## src/rtl/match_pkg.sv

```systemverilog
// Shared types and constants for the descriptor match selection stages.
package match_pkg;

  localparam int unsigned DIST_W = 16;
  localparam logic [DIST_W-1:0] DIST_INVALID = 16'hFFFF;

  // Index fields in the result record are sized for the widest supported
  // candidate count; instances narrow them to their own IDX_W at the ports.
  localparam int unsigned MATCH_IDX_W = 16;

  typedef enum logic {
    S_IDLE,
    S_SCAN
  } state_t;

  typedef struct packed {
    logic [MATCH_IDX_W-1:0] query_idx;
    logic [MATCH_IDX_W-1:0] train_idx;
    logic [DIST_W-1:0]      best;
    logic [DIST_W-1:0]      second;
    logic                   ok;
  } match_result_t;

endpackage

```

## src/rtl/match_ratio_test.sv

```systemverilog
// Lowe-style ratio test: accept iff best is valid and clearly better than second.
module match_ratio_test
  import match_pkg::*;
#(
  parameter int unsigned RATIO_NUM = 8,
  parameter int unsigned RATIO_DEN = 10
) (
  input  logic [DIST_W-1:0] best,
  input  logic [DIST_W-1:0] second,
  output logic              ok
);

  localparam int unsigned RATIO_MAX = (RATIO_NUM > RATIO_DEN) ? RATIO_NUM : RATIO_DEN;
  localparam int unsigned PROD_W    = DIST_W + $clog2(RATIO_MAX) + 1;
  localparam logic [PROD_W-1:0] NUM_C = PROD_W'(RATIO_NUM);
  localparam logic [PROD_W-1:0] DEN_C = PROD_W'(RATIO_DEN);

  logic [PROD_W-1:0] best_scaled;
  logic [PROD_W-1:0] second_scaled;

  // Cross-multiplied comparison avoids a divider; a missing second always passes.
  always_comb begin
    best_scaled   = PROD_W'(best) * DEN_C;
    second_scaled = PROD_W'(second) * NUM_C;
    ok = (best != DIST_INVALID) &&
         ((second == DIST_INVALID) || (best_scaled < second_scaled));
  end

endmodule

```

## src/rtl/match_best_select.sv

```systemverilog
// Scans a query's candidate distances, keeps best/second-best, and emits one
// ratio-tested match record per query through a single-entry output slot.
module match_best_select
  import match_pkg::*;
#(
  parameter int unsigned MAX_CAND  = 1024,
  parameter int unsigned IDX_W     = $clog2(MAX_CAND),
  parameter int unsigned RATIO_NUM = 8,
  parameter int unsigned RATIO_DEN = 10
) (
  input  logic              i_clk,
  input  logic              i_rst_n,
  input  logic              i_query_start,
  input  logic [IDX_W-1:0]  i_query_idx,
  input  logic [IDX_W:0]    i_cand_num,
  input  logic              i_dist_ready,
  input  logic [15:0]       i_dist_value,
  output logic              o_busy,
  output logic              o_match_valid,
  input  logic              i_match_ready,
  output logic [IDX_W-1:0]  o_query_idx,
  output logic [IDX_W-1:0]  o_train_idx,
  output logic [15:0]       o_best_dist,
  output logic [15:0]       o_second_dist,
  output logic              o_match_ok,
  output logic              o_overflow
);

  localparam int unsigned CNT_W = IDX_W + 1;
  localparam logic [CNT_W-1:0] CNT_ONE = CNT_W'(1);
  localparam match_result_t RESULT_RESET = '{
    query_idx: '0, train_idx: '0, best: DIST_INVALID, second: DIST_INVALID, ok: 1'b0
  };

  state_t            state_q;
  logic [IDX_W-1:0]  query_q;
  logic [CNT_W-1:0]  cand_q;
  logic [CNT_W-1:0]  k_q;
  logic [DIST_W-1:0] best_q;
  logic [DIST_W-1:0] second_q;
  logic [IDX_W-1:0]  best_idx_q;

  logic              scan_start;
  logic              empty_start;
  logic              consume;
  logic              last;
  logic [IDX_W-1:0]  cur_q;
  logic [CNT_W-1:0]  cur_cand;
  logic [CNT_W-1:0]  cur_k;
  logic [DIST_W-1:0] cur_best;
  logic [DIST_W-1:0] cur_second;
  logic [IDX_W-1:0]  cur_idx;
  logic [DIST_W-1:0] upd_best;
  logic [DIST_W-1:0] upd_second;
  logic [IDX_W-1:0]  upd_idx;
  logic              upd_ok;
  logic              res_load;
  match_result_t     res_d;
  match_result_t     res_q;
  logic              valid_q;
  logic              overflow_q;

  // A start pulse substitutes fresh scan state for the registers, so a
  // distance arriving with an abort-restart is folded in as index 0 of the new scan.
  always_comb begin
    scan_start  = i_query_start && (i_cand_num != '0);
    empty_start = i_query_start && (i_cand_num == '0);
    if (i_query_start) begin
      cur_q      = i_query_idx;
      cur_cand   = i_cand_num;
      cur_k      = '0;
      cur_best   = DIST_INVALID;
      cur_second = DIST_INVALID;
      cur_idx    = '0;
    end else begin
      cur_q      = query_q;
      cur_cand   = cand_q;
      cur_k      = k_q;
      cur_best   = best_q;
      cur_second = second_q;
      cur_idx    = best_idx_q;
    end
    consume = i_dist_ready && (state_q == S_SCAN) && !empty_start;
    last    = consume && (cur_k == (cur_cand - CNT_ONE));
  end

  // Best/second update for the distance consumed this cycle; ties keep the earlier index.
  always_comb begin
    upd_best   = cur_best;
    upd_second = cur_second;
    upd_idx    = cur_idx;
    if (consume) begin
      if (i_dist_value < cur_best) begin
        upd_second = cur_best;
        upd_best   = i_dist_value;
        upd_idx    = cur_k[IDX_W-1:0];
      end else if (i_dist_value < cur_second) begin
        upd_second = i_dist_value;
      end
    end
  end

  match_ratio_test #(
    .RATIO_NUM (RATIO_NUM),
    .RATIO_DEN (RATIO_DEN)
  ) u_ratio (
    .best   (upd_best),
    .second (upd_second),
    .ok     (upd_ok)
  );

  // Result record for either the final distance of a scan or an empty query.
  always_comb begin
    res_load = last || empty_start;
    if (empty_start) begin
      res_d = RESULT_RESET;
      res_d.query_idx = MATCH_IDX_W'(i_query_idx);
    end else begin
      res_d.query_idx = MATCH_IDX_W'(cur_q);
      res_d.train_idx = MATCH_IDX_W'(upd_idx);
      res_d.best      = upd_best;
      res_d.second    = upd_second;
      res_d.ok        = upd_ok;
    end
  end

  // Scan FSM and running best/second state.
  always_ff @(posedge i_clk) begin
    if (!i_rst_n) begin
      state_q    <= S_IDLE;
      query_q    <= '0;
      cand_q     <= '0;
      k_q        <= '0;
      best_q     <= DIST_INVALID;
      second_q   <= DIST_INVALID;
      best_idx_q <= '0;
    end else begin
      if (empty_start || last) begin
        state_q <= S_IDLE;
      end else if (scan_start) begin
        state_q <= S_SCAN;
      end
      if (scan_start) begin
        query_q <= i_query_idx;
        cand_q  <= i_cand_num;
      end
      if (scan_start || consume) begin
        best_q     <= upd_best;
        second_q   <= upd_second;
        best_idx_q <= upd_idx;
        k_q        <= consume ? (cur_k + CNT_ONE) : cur_k;
      end
    end
  end

  // Single-entry output slot; a result that finds it occupied is dropped and flagged.
  always_ff @(posedge i_clk) begin
    if (!i_rst_n) begin
      res_q      <= RESULT_RESET;
      valid_q    <= 1'b0;
      overflow_q <= 1'b0;
    end else if (res_load) begin
      if (valid_q && !i_match_ready) begin
        overflow_q <= 1'b1;
      end else begin
        res_q   <= res_d;
        valid_q <= 1'b1;
      end
    end else if (valid_q && i_match_ready) begin
      valid_q <= 1'b0;
    end
  end

  assign o_busy        = (state_q == S_SCAN);
  assign o_match_valid = valid_q;
  assign o_query_idx   = IDX_W'(res_q.query_idx);
  assign o_train_idx   = IDX_W'(res_q.train_idx);
  assign o_best_dist   = res_q.best;
  assign o_second_dist = res_q.second;
  assign o_match_ok    = res_q.ok;
  assign o_overflow    = overflow_q;

endmodule
```

## config.mk

```make
export PLATFORM = sky130hd
export DESIGN_NAME = match_best_select
export DESIGN_NICKNAME = d
export VERILOG_FILES = /design/src/rtl/match_pkg.sv /design/src/rtl/match_ratio_test.sv /design/src/rtl/match_best_select.sv
export SDC_FILE = /design/constraint.sdc
export NUM_CORES = 1
export LEC_CHECK = 0
export BUFFER_PORTS_ARGS = -buffer_cell sky130_fd_sc_hd__buf_2
export CORE_ASPECT_RATIO = 0.9
export CORE_MARGIN = 3
export CORE_UTILIZATION = 53
export CTS_CLUSTER_SIZE = 25
export DETAILED_ROUTE_END_ITERATION = 8
export PLACE_DENSITY = 0.82
export SYNTH_ARGS = -nofsm -noshare
export SYNTH_HDL_FRONTEND = slang
export SYNTH_HIERARCHICAL = 1
export SYNTH_SLANG_ARGS = --single-unit
export TNS_END_PERCENT = 50
```

## constraint.sdc

```tcl
create_clock -name i_clk -period 9.95 [get_ports i_clk]
set_input_delay 0.995 -clock i_clk [delete_from_list [all_inputs] [get_ports i_clk]]
set_output_delay 0.995 -clock i_clk [all_outputs]
set_load 0.02 [all_outputs]
```

Yosys cells after proc, flatten, opt, wreduce, memory -nomap -nowiden
Index checks and enable logic that the tools add are counted.
{ "word_totals": {"regBits": 130, "in_bits": 42, "output_inout_bits": 56, "word_cells": 64} }
{ "classes": {"addsub": 2, "n_mul": 1, "n_lt_le_gt_ge": 3, "eq_ne": 4, "muxes": 18, "bitwise_logic": 2, "n_reduce_logical": 20} }
{ "op_table": {"columns": ["operator", "n"], "rows": [
  ["$mux 16", 7],
  ["$mux 59", 1],
  ["$mux 10", 4],
  ["$mux 11", 3],
  ["$lt 16x16->1", 2],
  ["$lt 20x19->1", 1],
  ["$mul 16x3->19 const B", 1],
  ["$eq 16x16->1 const B", 1],
  ["$ne 16x16->1 const B", 1],
  ["$add 11x1->11 const B", 1],
  ["$eq 11x11->1", 1],
  ["$logic_not 11->1", 1],
  ["$reduce_bool 11->1", 1],
  ["$sub 11x1->11 const B", 1],
  ["$logic_and 1x1->1", 8],
  ["$reduce_and 2->1", 3],
  ["$logic_or 1x1->1", 3],
  ["$mux 1", 3],
  ["$logic_not 1->1", 2],
  ["$ne 2x2->1 const B", 1],
  ["$not 1->1", 2],
  ["$reduce_bool 2->1", 1],
  ["$reduce_or 2->1", 1]
]} }

Depth between registers and ports, before layout
{ "depth": {"word_depth": 10, "ltp_mapped": 35, "mapped_depth_nobuf": 28} }

Hierarchy
Netlist, hierarchy kept.
{ "modules_own_cells": {"columns": ["module", "n_inst", "cells_per_inst", "area_each_um2", "seq_area_each_um2"], "rows": [
  ["match_best_select", 1, 894, 7274.5, 2602.5],
  ["match_ratio_test", 1, 160, 1256.2, 0.0]
]} }

Least setup slack after synthesis
No wires, ideal clock.
{ "synth_timing": {"path_kind": "in2reg", "startpoint": "in i_query_start", "endpoint": "reg res_q (netlist bit o_match_ok)", "t_arrival_ns": 7.336, "t_required_ns": 9.878, "path_slack_ns": 2.543, "cell_stages": 33, "path_buffers": 7, "path_cell_list": "buf_2 -> buf_2 -> buf_2 -> buf_1 -> clkbuf_1 -> nor2_1 -> ha_1 -> a211o_1 -> a21oi_1 -> o211a_1 -> a221o_1 -> clkbuf_1 -> nand2_1 -> clkbuf_1 -> o21ai_0 -> inv_1 -> ha_1 -> ha_1 -> or4_4 -> o21ai_2 -> a31oi_2 -> a21o_1 -> a21oi_1 -> xnor2_1 -> ha_1 -> nand2_1 -> o21ai_0 -> a2111oi_0 -> a21oi_1 -> o31a_1 -> a41oi_1 -> nand3_1 -> mux2i_1"} }
{ "synth_via": {"elab_chain_len": 9, "word_cells_on_any_way": 26} }
{ "synth_lines": {"columns": ["element", "line", "rtl"], "rows": [
  ["start, declared", "match_best_select.sv:13", "input logic i_query_start,"],
  ["$mux 16 or $logic_and 1x1->1 (tied branches)", "match_best_select.sv:68, match_best_select.sv:67", null],
  ["$lt 16x16->1 or $logic_not 1->1 (tied branches)", "match_best_select.sv:93, match_best_select.sv:83", null],
  ["$mux 16 or $logic_and 1x1->1 (tied branches)", "match_best_select.sv:93, match_best_select.sv:83", null],
  ["$mux 16 *", "match_best_select.sv:92", "if (consume) begin"],
  ["net upd_best[6]", "match_best_select.sv:53", "logic [DIST_W-1:0] upd_best;"],
  ["$mul 16x3->19", "match_ratio_test.sv:23", "best_scaled = PROD_W'(best) * DEN_C;"],
  ["$lt 20x19->1", "match_ratio_test.sv:26", "((second == DIST_INVALID) || (best_scaled < second_scaled));"],
  ["$logic_or 1x1->1", "match_ratio_test.sv:26", null],
  ["$logic_and 1x1->1 *", "match_ratio_test.sv:25", "ok = (best != DIST_INVALID) &&"],
  ["net upd_ok", "match_best_select.sv:56", "logic upd_ok;"],
  ["$mux 59 *", "match_best_select.sv:115", "if (empty_start) begin"],
  ["end signal, assigned", "match_best_select.sv:166", "res_q <= res_d;"],
  ["end, declared", "match_best_select.sv:59", "match_result_t res_q;"]
]} }
Mark *: on every way through the listed nets, which the timed path passes. The rest lies on a longest branch.
A chain may end at the register's enable or synchronous reset.

Worst setup path after layout
Ends and elaborated chain as after synthesis.

==> results <==
- The adder-cell share of the synthesized area is 0.112.
- 98 I/O pins were placed.
- The category of the worst setup path launch point is an input port.
- In this run, distinct cell masters in the synthesized netlist total 75.
- The worst hold margin is 455 ps.
- The post-synthesis average cell area is 8.09 µm².
- The number of diodes added for antenna fixing is 0.
- The largest family of logic cells by synthesized area is compound AO/OA/AOI/OAI gates.
- The clock passes through at most 2 buffers.
- The total vias in the final route is 8508.
- Setup repair after global routing left no endpoint under its margin.
- Setup violations remaining at the end of the flow were counted as 0.
- The timing-limited maximum frequency is 0.132 GHz.
- The layout has 1366 filler cells.
- The post-detailed-routing wire length is 25.1 mm.
- After detailed routing, the number of vias per cell comes to 6.42.
- The top flip-flop cell by instance count after synthesis is sky130_fd_sc_hd__dfxtp_1.
- The share of cells above drive strength 1 is 0.155.
- The post-synthesis instance area is 0.00853 mm².
- The family with the most delay on the worst path is compound AO/OA/AOI/OAI gates.
- The power density relative to cell area is 159 mW/mm².
- In this run the standard cell core region covers 0.0156 mm².
- Ranked by total cell area, the synthesized netlist is headed by sky130_fd_sc_hd__dfxtp_1, sky130_fd_sc_hd__ha_1, sky130_fd_sc_hd__nand2_1.
- The net count of the mapped netlist is 1172.
- The detailed-router iteration count before antenna repair is 6.
- For flop-to-flop paths, the worst setup slack is 3490 ps.
- The first global-routing pass estimated 40.5 mm of wire.
- The worst register-to-register path begins at best_q[13]$_SDFFE_PN1P_.
- The post-route clock skew is 15.8 ps.
- The synthesized netlist cell count is 1054.
- After synthesis, the share of cell area in mux cells is 0.0484.
- The net count of the finished layout is 1228.
- For this block, the initial DRC count from the detailed router was 855.
- The required time of the critical path is 10300 ps.
- The overall fraction of global-route tracks in use is 0.278.
- The tool flagged a number of max-cap violations equal to 0.
- The sum of buffers and inverters on the critical path is 4.
- The post-synthesis cell type with the largest combined area is sky130_fd_sc_hd__dfxtp_1.
- For this run, asynchronously set or reset flops after synthesis account for 0.
- The number of register bits inferred by synthesis is 130.
- For the worst-skew pair, the clock arrives at the later sink with an insertion delay of 420 ps.
- The number of clock buffers added by TritonCTS is 17.
- In this run, synthesis inferred 0 flip-flops with an integrated enable.
- For hold timing, the worst endpoint is best_idx_q[1]$_SDFFE_PN0P_.
- The x dimension of the die is 140 µm.
- The placement-stage cell area is 0.00907 mm².
- Of the available clock period, the critical path in the final layout requires 0.759.
- The root buffer cell is sky130_fd_sc_hd__clkbuf_16.
- The utilization after layout is 0.619.
- By startpoint and endpoint, the worst setup path is classified as input port to flop.
- For this run, the slowest stage of the critical path takes 670 ps.
- The time the final worst path needs with I/O delays and setup is 7550 ps.
- The per-cell routed wire length is 18.9 µm.
- The number of antenna violations at the first check in global routing was 0.
- The final-report hold violation count came to 0.
- The count of nets left with antenna violations once routing finished came out at 0.
- For this design, the slowest cell found on the critical path is sky130_fd_sc_hd__buf_2.
- The fraction of synthesized cell area in xor and xnor cells is 0.0298.
- The share of the yosys chip area belonging to registers is 0.305.
- The area fraction in compound gates after synthesis is 0.271.
- The maximum number of pins on one net before global-route repair is 93.
- The post-route setup TNS is 0 ps.
- The y dimension of the die is 126 µm.
- The number of global-route vias before repair is 7786.
- The die covers 0.0177 mm².
- VDD sags by at most 0.000131 V.
- The routability-driven placement congestion ratio is 1.02.
- STA classifies the critical path endpoint as a flop.
- The number of sinks handled by clock tree synthesis is 130.
- The post-CTS setup repair buffer count is 0.
- TritonCTS built the clock tree.
- The relative slew slack is 0.219.
- The overall power after layout is 1.54 mW.
- Clock-pin slew was measured on the worst setup and hold paths at 60 ps.
- The number of warnings reported in the yosys synthesis log is 6.
- The post-cts gate resize count is 0.
- The start point of the worst hold path is best_idx_q[1]$_SDFFE_PN0P_.
- The H-tree generated during clock tree synthesis spans 4 levels.
- For this run, design rule violations remaining after detail routing come to 0.
- Of all nets on the critical path, the largest fanout is 44.
- The count of cells along the worst hold path is 2.
- Of the total synthesized cell area, the portion taken by AND, OR, NAND and NOR gates is 0.173.
- At the worst endpoint, the arrival time is 7910 ps.
- The flow ran to the end, and the final reports show no timing, DRC or antenna violations.
- The final global-route overflow total is 0.
- Buffers inserted to repair hold after CTS numbered 0.
- The number of core rows is 43.
- In this run the static leakage power is 4.12 nW.
- The starting density of the core is 0.547.
- The final count of pins violating max slew was 0.
- The worst register-to-register path ends at o_match_ok$_SDFFE_PN0P_.
- The transition time at the pin with the least slew margin is 1170 ps.
- The area share of the largest cell type after synthesis is 0.305.
- Summing all non-filler instances in the final layout gives an area of 0.00966 mm².
- The path class of the tightest hold or removal check is flop to flop.
- The count of cells along the worst register-to-register path is 29.
- The wire-length estimate of the detail-placed layout is 17.6 mm.
- Port buffering added 97 buffers.
- The area overhead of the layout relative to synthesis is 13.2%.
==> through the flow <==
stage	cells	setup WS (ps)
global route	1325	1850
finish	1325	2400
CTS	1325	2500
floorplan	1054	2540
detailed placement	1293	2070
global placement	1293	2320
==> synth_stat cells, types with 4 or more instances <==
cell,instances
sky130_fd_sc_hd__dfxtp_1,130
sky130_fd_sc_hd__nand2_1,119
sky130_fd_sc_hd__nor2_1,89
sky130_fd_sc_hd__ha_1,75
sky130_fd_sc_hd__a21oi_1,70
sky130_fd_sc_hd__o21ai_0,70
sky130_fd_sc_hd__clkbuf_1,61
sky130_fd_sc_hd__inv_1,56
sky130_fd_sc_hd__o211ai_1,45
sky130_fd_sc_hd__mux2i_1,30
sky130_fd_sc_hd__nand3_1,28
sky130_fd_sc_hd__a31oi_1,20
sky130_fd_sc_hd__o311ai_0,18
sky130_fd_sc_hd__o221ai_1,17
sky130_fd_sc_hd__xnor2_1,17
sky130_fd_sc_hd__nand4_1,15
sky130_fd_sc_hd__o311a_1,15
sky130_fd_sc_hd__xor2_1,12
sky130_fd_sc_hd__a21boi_0,11
sky130_fd_sc_hd__a22oi_1,11
sky130_fd_sc_hd__and3_1,11
sky130_fd_sc_hd__mux2_2,10
sky130_fd_sc_hd__nor3_1,10
sky130_fd_sc_hd__a21o_1,9
sky130_fd_sc_hd__nor2b_1,7
sky130_fd_sc_hd__nor4_1,6
sky130_fd_sc_hd__o21a_1,6
sky130_fd_sc_hd__buf_2,5
sky130_fd_sc_hd__a221o_1,4
sky130_fd_sc_hd__and4_1,4
sky130_fd_sc_hd__buf_6,4
sky130_fd_sc_hd__nand2b_1,4
sky130_fd_sc_hd__or2_2,4
==> tightest hold or removal path, stage by stage (launching register included) <==
cell	delay (ps)
sky130_fd_sc_hd__dfxtp_1	300
sky130_fd_sc_hd__nand2_1	50
sky130_fd_sc_hd__a21oi_1	50
==> kinds of logic after synthesis <==
family	count (synthesis)
buffers and inverters	129
multiplexers	40
AO/OA/AOI/OAI	333
flip-flops	130
XOR/XNOR	29
AND/OR/NAND/NOR	317
adder cells (fa/ha/maj)	76
==> flip-flops by register name, indices dropped and copies added (netlist names) <==
register       cells
o_best_dist       16
o_overflow         1
cand_q            11
o_busy             1
query_q           10
o_train_idx       10
best_q            16
o_match_ok         1
second_q          16
o_second_dist     16
best_idx_q        10
o_query_idx       10
o_match_valid      1
k_q               11
==> cell usage in the layout, fill, tap and decap left out, types with 5 or more instances in the layout <==
master	n
sky130_fd_sc_hd__nand3_1	28
sky130_fd_sc_hd__dfxtp_1	130
sky130_fd_sc_hd__a31oi_1	20
sky130_fd_sc_hd__o311a_1	15
sky130_fd_sc_hd__nor2b_1	7
sky130_fd_sc_hd__buf_4	13
sky130_fd_sc_hd__o21a_1	5
sky130_fd_sc_hd__nor2_1	88
sky130_fd_sc_hd__nor3_1	10
sky130_fd_sc_hd__nand4_1	15
sky130_fd_sc_hd__o211ai_1	45
sky130_fd_sc_hd__a21o_1	9
sky130_fd_sc_hd__o221ai_1	17
sky130_fd_sc_hd__xnor2_1	17
sky130_fd_sc_hd__a21oi_1	70
sky130_fd_sc_hd__a22oi_1	11
sky130_fd_sc_hd__ha_1	75
sky130_fd_sc_hd__mux2i_1	30
sky130_fd_sc_hd__inv_1	55
sky130_fd_sc_hd__xor2_1	12
sky130_fd_sc_hd__clkbuf_16	17
sky130_fd_sc_hd__nor4_1	6
sky130_fd_sc_hd__mux2_2	10
sky130_fd_sc_hd__nand2_1	119
sky130_fd_sc_hd__o21ai_0	70
sky130_fd_sc_hd__and3_1	11
sky130_fd_sc_hd__o311ai_0	18
sky130_fd_sc_hd__inv_6	5
sky130_fd_sc_hd__buf_2	97
sky130_fd_sc_hd__a21boi_0	11
==> where the power goes <==
group / leakage (nW) / internal [mW] / switching (mW)
logic: 2.77 / 0.143 / 0.226
clock network: 0.291 / 0.359 / 0.266
registers: 1.06 / 0.535 / 0.0114
total: 4.12 / 1.04 / 0.503
==> metal layers <==
metal / GRT usage / vias up / routed length, µm
li1: - / 4002 / -
met4: 0.0764 / 0 / 443
met3: 0.0709 / 41 / 3040
met5: 0 / - / 0
met2: 0.400 / 475 / 10600
met1: 0.413 / 3990 / 11000
==> worst max path at each step <==
stage                        from                      end  slack (ps)  cells past startpoint
floorplan           i_query_start  o_match_ok$_SDFFE_PN0P_        2540                     33
finish              i_query_start  o_match_ok$_SDFFE_PN0P_        2400                     26
global placement    i_query_start  o_match_ok$_SDFFE_PN0P_        2320                     27
global route        i_query_start  o_match_ok$_SDFFE_PN0P_        1850                     26
CTS                 i_query_start  o_match_ok$_SDFFE_PN0P_        2500                     27
detailed placement  i_query_start  o_match_ok$_SDFFE_PN0P_        2070                     27
==> layout make-up <==
cell class                      instances  area [µm²]  share of cell area
Multi-Input combinational cell        795        5420               0.562
Sequential cell                       130        2600               0.269
Timing Repair Buffer                  110         583              0.0604
Clock buffer                           18         439              0.0455
Tap cell                              202         253              0.0262
Inverter                               56         210              0.0218
Clock inverter                         14         146              0.0152
Note: power is estimated with default switching activity, not from simulation.
